[config.mk]
export PLATFORM = sky130hd
export DESIGN_NAME = fetch_sequencer
export DESIGN_NICKNAME = d
export VERILOG_FILES = /design/src/rtl/fetch_sequencer.sv
export SDC_FILE = /design/constraint.sdc
export NUM_CORES = 1
export LEC_CHECK = 0
export ABC_AREA = 1
export ABC_CLOCK_PERIOD_IN_PS = 2550
export CAP_MARGIN = 20
export CELL_PAD_IN_SITES_DETAIL_PLACEMENT = 1
export CELL_PAD_IN_SITES_GLOBAL_PLACEMENT = 1
export CORE_MARGIN = 8
export CORE_UTILIZATION = 28
export DETAILED_ROUTE_END_ITERATION = 8
export PLACE_DENSITY = 0.88
export SLEW_MARGIN = 10
export SYNTH_ARGS = -nofsm -noshare
export SYNTH_HDL_FRONTEND = slang
export SYNTH_SLANG_ARGS = --single-unit
[constraint.sdc]
create_clock -name clk -period 2.55 [get_ports clk]
set_input_delay 0.3825 -clock clk [delete_from_list [all_inputs] [get_ports clk]]
set_output_delay 0.3825 -clock clk [all_outputs]
set_load 0.01 [all_outputs]
[src/rtl/fetch_sequencer.sv]
// Fetch-stage PC sequencer: selects hold / +1 / branch / jump / trap next PC and owns the PC register.
// Optional trap support (trap_i, epc_o) is enabled by defining FETCH_SEQ_TRAP_EN.
module fetch_sequencer #(
  parameter int              PC_W         = 32,
  parameter logic [PC_W-1:0] RESET_PC     = '0,
  parameter int              FLUSH_CYCLES = 1,
  parameter logic [PC_W-1:0] TRAP_VEC     = PC_W'('h10)
) (
  input  logic            clk,
  input  logic            reset,
  input  logic            stall_i,
  input  logic            br_taken_i,
  input  logic [PC_W-1:0] br_target_i,
  input  logic            jmp_i,
  input  logic [PC_W-1:0] jmp_target_i,
  input  logic            halt_i,
  input  logic            resume_i,
`ifdef FETCH_SEQ_TRAP_EN
  input  logic            trap_i,
  output logic [PC_W-1:0] epc_o,
`endif
  output logic [PC_W-1:0] pc_o,
  output logic [PC_W-1:0] pc_next_o,
  output logic            fetch_valid_o,
  output logic            flush_o,
  output logic [1:0]      state_o
);

  typedef enum logic [1:0] {BOOT = 2'd0, RUN = 2'd1, REDIR = 2'd2, HALT = 2'd3} state_t;

  localparam logic [3:0] CNT_LOAD = 4'(FLUSH_CYCLES);

  state_t          state, state_nxt;
  logic [3:0]      cnt, cnt_nxt;
  logic [PC_W-1:0] pc_nxt;
  logic            trap;
  logic            redirect;
  logic [PC_W-1:0] target;

`ifdef FETCH_SEQ_TRAP_EN
  logic [PC_W-1:0] epc, epc_nxt;
  assign trap  = trap_i;
  assign epc_o = epc;
`else
  assign trap = 1'b0;
`endif

  // Redirect priority among the sources: trap > branch > jump
  assign redirect = trap | br_taken_i | jmp_i;
  assign target   = trap ? TRAP_VEC : (br_taken_i ? br_target_i : jmp_target_i);

  always_ff @(posedge clk) begin
    if (reset) begin
      state <= BOOT;
      pc_o  <= RESET_PC;
      cnt   <= '0;
`ifdef FETCH_SEQ_TRAP_EN
      epc   <= '0;
`endif
    end else begin
      state <= state_nxt;
      pc_o  <= pc_nxt;
      cnt   <= cnt_nxt;
`ifdef FETCH_SEQ_TRAP_EN
      epc   <= epc_nxt;
`endif
    end
  end

  always_comb begin
    state_nxt = state;
    pc_nxt    = pc_o;
    cnt_nxt   = cnt;
`ifdef FETCH_SEQ_TRAP_EN
    epc_nxt   = epc;
`endif
    case (state)
      BOOT: state_nxt = RUN;
      RUN, REDIR: begin
        if (redirect) begin
          pc_nxt    = target;
          state_nxt = REDIR;
          cnt_nxt   = CNT_LOAD;
`ifdef FETCH_SEQ_TRAP_EN
          if (trap) epc_nxt = pc_o;
`endif
        end else if (state == RUN) begin
          if (halt_i)        state_nxt = HALT;
          else if (!stall_i) pc_nxt    = pc_o + PC_W'(1);
        end else if (cnt <= 4'd1) begin
          state_nxt = RUN;
          cnt_nxt   = '0;
        end else begin
          cnt_nxt = cnt - 4'd1;
        end
      end
      HALT: begin
        // A trap wakes a halted core; ordinary branches and jumps do not
        if (trap) begin
          pc_nxt    = TRAP_VEC;
          state_nxt = REDIR;
          cnt_nxt   = CNT_LOAD;
        end else if (resume_i && !halt_i) begin
          state_nxt = RUN;
        end
      end
      default: state_nxt = BOOT;
    endcase
  end

  always_comb begin
    fetch_valid_o = (state == RUN);
    flush_o       = (state == REDIR);
    state_o       = state;
    pc_next_o     = pc_nxt;
  end

endmodule

==> Yosys cells after proc, flatten, opt, wreduce, memory -nomap -nowiden <==
Cells that the tools add are included.
Widths: inputs -> output; s select.
{ "op_classes": {"n_addsub": 2, "magnitude_cmp": 1, "eq_ne": 7, "mux": 15, "bitwise_logic": 1, "n_reduce_logical": 6} }
{ "ops": {"columns": ["op", "n"], "rows": [
  ["$mux 32", 6],
  ["$add 32x1->32 const B", 1],
  ["$mux 4", 3],
  ["$mux 2", 5],
  ["$ne 4x4->1 const B", 2],
  ["$pmux 2 s3", 1],
  ["$eq 2x2->1 const B", 2],
  ["$le 4x1->1 const B", 1],
  ["$sub 4x1->4 const B", 1],
  ["$reduce_and 3->1", 1],
  ["$eq 2x1->1 const B", 1],
  ["$logic_not 2->1", 1],
  ["$ne 2x1->1 const B", 1],
  ["$ne 2x2->1 const B", 1],
  ["$reduce_and 2->1", 1],
  ["$reduce_or 2->1", 1],
  ["$logic_and 1x1->1", 1],
  ["$logic_not 1->1", 1],
  ["$or 1x1->1", 1]
]} }
{ "totals": {"ff_bits": 38, "input_bits": 71, "out_inout_bits": 68, "word_cells": 35} }

==> Longest topological paths before layout <==
{ "depth": {"depth_word": 6, "depth_mapped": 14, "mapped_depth_nobuf": 14} }

==> Worst setup path after synthesis <==
Ideal clock, no wire load.
{ "synth_timing": {"kind": "register to output", "startpoint": "register state[0] (netlist: state_o[0])", "endpoint": "output pc_next_o[24]", "arrival_ns": 1.728, "t_required_ns": 2.168, "slack_ns": 0.440, "stages_incl_launch_ff": 12, "n_path_buf": 0, "path_cell_list": "dfxtp_1 ha_1 inv_2 nor2_8 nand2_8 nor3_2 nand3_1 nand2_1 nand3_1 nand2_1 nand2_1 inv_1"} }
{ "synth_via": {"elab_chain_cells": 4, "elab_cells_between_ends": 6, "classes_between": "eq/ne (2); mux (3); reduce/logical (1)"} }
{ "synth_lines": {"columns": ["item", "line", "rtl"], "rows": [
  ["from (decl)", "33", "state_t state, state_nxt;"],
  ["from (signal assigned)", "61", "state <= state_nxt;"],
  ["$eq 2x1->1 (*)", null, null],
  ["via fetch_valid_o", "24", "output logic fetch_valid_o,"],
  ["$mux 32", "87", "end else if (state == RUN) begin"],
  ["$mux 32", "80", "if (redirect) begin"],
  ["$mux 32 (*)", null, null],
  ["to (decl)", "23", "output logic [PC_W-1:0] pc_next_o,"]
]} }
Mark *: on every way through the listed nets, which the timed path passes. The rest lies on a longest branch.

==> Worst setup path after layout <==
{ "layout_timing": {"startpoint": "register state[1] (netlist: state_o[1])", "endpoint": "output pc_next_o[23]"} }
{ "layout_via": {"elab_chain_cells": 4, "elab_cells_between_ends": 6, "classes_between": "eq/ne (2); mux (3); reduce/logical (1)"} }
{ "layout_lines": {"columns": ["item", "line"], "rows": [
  ["$eq 2x1->1", "77, 87"],
  ["$mux 32", "87"],
  ["$mux 32", "80"],
  ["$mux 32 (*)", null]
]} }
Mark *: on every way between the ends. The rest lies on a longest branch, timed or not.

==> out/results.ini <==
[finish]
antenna_cells=0
nFillCells=1538
syn2layout_area_growth_pct=85.5
final_util_pct=52.5
layout-drive-gt1-share_pct=32.1
nNetsFinal=908

[worst_setup_path]
critical_path.cell_chain=inv_2, buf_6, ha_4, inv_4, nor2_8, nand2_8, buf_4, nor3b_4, nand2_1, nand2_1, nand3_1, nand2_1, o21ai_2, inv_1, clkdlybuf4s15_2
cp.depth=15
critical_path_required_ns=2.17
r2r-end=state_o[1]$_SDFFE_PP0P_
cp_slowest_stage_delay_ns=0.36
cp.arrival_ns=2.31
crit_path_frequent_cell=nand2_1
worst-setup-path-type=reg -> out
crit_path_start=state_o[1]$_SDFFE_PP0P_
cp_num_buf_inv=6
end_kind=output pin
start_kind=flip-flop
worst_path_dominant_cell_family=simple AND/OR/NAND/NOR gates
r2r_cells=18
crit_fanout=5
regToRegStartpoint=state_o[1]$_SDFFE_PP0P_
r2r_setup_slack_ns=-0.01
setup.worst_path.end=pc_next_o[23]
crit_slowest_cell=dfxtp_4

[clock_tree]
tritoncts=done
clkSinkCount=38
numCtsBuffers=5
clock-root-buffer=clkbuf_16
ctsHoldBuffers=0
cts.htree.levels=2
clk_pin_slew_ns=0.07
clk_latency_ns=0.30
clockBufferDepth=2

[power_and_ir_drop]
power.net_switching_w=0.00390
clockPowerShare_pct=8.7
power_frac_seq_pct=16.5
peakVddDrop_v=0.000535
p_leak_nw=3.01
internal-power_w=0.00392
p_per_area_nw_per_um2=1250
power_switching_share_pct=49.9
pwr-share-comb_pct=74.7

[placement]
dp_slack_ns=-0.408
port-buffer-count=138
place_congestion=0.895
hpwl_mm=13.2

[drt]
routed_wl_mm=22.2
ant_nets=0
avgRoutedWirePerCell_um=22.7
drc=0
vias=5425
first_pass_iters=5
via_per_inst=5.54
drt_iter0_drc=408

[yosys]
async_flop_share_pct=0
synth_cell_type_count=44
synth_area_leaders=dfxtp_1, nand2_1, inv_1
synth_fp_nets=669
ys.flop_type=dfxtp_1
syn_avg_cell_area_sq_um=5.67
yosys_warnings=0
yosys_register_bits=38
ys_seq_area_share_pct=22.7
syn_area_sq_um=3360
synth_top_area_cell=dfxtp_1
syn_inst=592
synth_edf_count=0
synth.top_cell.area_share_pct=22.7

[hold_path]
hold_path_class=reg -> reg

[timing]
worst_pin_slew_ns=0.681
max_freq_mhz=371
setup_viol=24
slew_viol_final=0
slew_headroom_pct=54.1
finalHoldViolations=0
period_needed_ns=2.69
finalClockSkew_ns=0.0122
fin_crit_sh_pct=106
tns_ns=-1.57
rsz0062_at_grt=yes
setup_ws_ns=-0.145

[die]
row_count=40
core-area_sq_um=11900
die_x_um=126
dieHeight_um=126
dieArea_sq_um=15800
start_util_pct=28.3
top_level_ports=139

[global_routing]
grt_max_degree=26
antenna_found_initial=1
grt-ovfl-total=0
grt_use_total_pct=24.1
grt_pass1_wl_mm=30.6
grt_pass1_vias=5660

[run_status]
violations=negative setup slack
outcome=finished, violations left

[flow_run]
cap_violations=0

worst min-delay path by stage:
| stage | from | end | slack, ns | cells after the start |
|---|---|---|---|---|
| final | cnt[1]$_SDFFE_PP0P_ | cnt[1]$_SDFFE_PP0P_ | 0.49 | 2 |
| after global routing | cnt[1]$_SDFFE_PP0P_ | cnt[1]$_SDFFE_PP0P_ | 0.52 | 2 |
| after CTS | cnt[1]$_SDFFE_PP0P_ | cnt[1]$_SDFFE_PP0P_ | 0.49 | 2 |
| after detailed placement | cnt[1]$_SDFFE_PP0P_ | cnt[1]$_SDFFE_PP0P_ | 0.48 | 2 |
| after global placement | cnt[1]$_SDFFE_PP0P_ | cnt[1]$_SDFFE_PP0P_ | 0.46 | 2 |
| after floorplan | cnt[1]$_SDFFE_PP0P_ | cnt[1]$_SDFFE_PP0P_ | 0.45 | 2 |
per-stage QoR:
stage / hold slack [ns] / total power (W) / instance area [sq um] / cells
2_1_floorplan: 0.445 / 0.00327 / 3360 / 592
3_3_place_gp: 0.457 / 0.00606 / 5400 / 926
3_5_place_dp: 0.477 / 0.00622 / 5400 / 926
4_1_cts: 0.487 / 0.00698 / 5910 / 968
5_1_grt: 0.516 / 0.00818 / 6230 / 979
6_report: 0.493 / 0.00782 / 6230 / 979
synth_stat cells, types with 2 or more instances:
cell	instances
a21oi_1	33
nand2_2	3
nor2_1	65
o21ai_1	5
a31oi_1	2
and2_1	5
and3_1	2
ha_1	6
buf_2	7
buf_1	2
o211ai_1	4
o21ai_0	24
clkbuf_1	12
nand2_1	194
a221oi_1	2
inv_2	4
nor3_1	11
o22ai_1	5
nor2_8	3
o31ai_1	2
dfxtp_1	38
nand3_1	50
nor2_4	3
a21oi_2	2
nand4_1	15
nor2_2	4
inv_1	72
logic make-up after synthesis:
family / count (synthesis) / share of synthesized area (%)
and+or+nand+nor: 362 / 48.8
buffers and inverters: 100 / 11.5
adders and majority gates: 6 / 2.24
muxes: 1 / 0.298
AOI/OAI and AO/OA: 83 / 14.0
xor gates and xnor gates: 2 / 0.522
DFF: 38 / 22.7
final cells by class:
type                            count  area [sq um]  area share (%)
Inverter                           78           299            4.80
Timing Repair Buffer              254          2240            35.9
Tap cell                          147           184            2.95
Sequential cell                    38           776            12.4
Clock inverter                      1          5.00          0.0803
Multi-Input combinational cell    454          2590            41.5
Clock buffer                        7           143            2.29
metal layers:
layer,share of wire [%],track usage (%)
met2,49,43.7
met5,0.058,0
met3,7.0,5.01
met1,37,25.7
met4,6.7,12.9
flip-flops by register name (all words and copies together) (netlist names):
signal   cells
state_o      2
pc_o        32
cnt          4
cells in the final DEF (no fill, tap or decap), types with 6 or more instances in the layout:
| cell | instances |
|---|---|
| buf_6 | 22 |
| buf_4 | 103 |
| nand4_1 | 15 |
| a21oi_1 | 30 |
| nor2_2 | 11 |
| nand3_1 | 38 |
| clkdlybuf4s50_1 | 103 |
| buf_2 | 10 |
| nand2_2 | 17 |
| nand3_2 | 10 |
| nand2_1 | 177 |
| nor2_1 | 51 |
| nor2_4 | 10 |
| clkbuf_2 | 9 |
| o21ai_2 | 10 |
| inv_2 | 10 |
| dfxtp_1 | 30 |
| inv_1 | 64 |
| dfxtp_2 | 6 |
| o21ai_1 | 7 |
| o21ai_0 | 12 |
worst register-to-register path, cell delays in order (launching register included):
cell	delay (ns)
dfxtp_4	0.37
inv_2	0.05
buf_4	0.12
buf_4	0.12
buf_4	0.13
buf_6	0.11
buf_6	0.10
buf_4	0.12
buf_6	0.10
buf_4	0.12
buf_4	0.12
buf_4	0.12
buf_4	0.12
buf_4	0.12
buf_4	0.12
buf_4	0.12
buf_4	0.13
buf_6	0.11
a21oi_4	0.15
what timing repair did:
item	in CTS	in global routing
resized for setup	128	134
endpoints found under the setup margin	32	33
pin swaps	23	44
buffers inserted	34	15
power by group through the flow:
stage	Sequential [W]	Clock [W]	Combinational, W
detailed placement	0.00120	0	0.00502
finish	0.00129	0.000683	0.00584
global placement	0.00118	0	0.00487
global route	0.00132	0.000693	0.00617
CTS	0.00121	0.000661	0.00511
floorplan	0.00127	0	0.00200
Power figures use the tool's default switching activity.
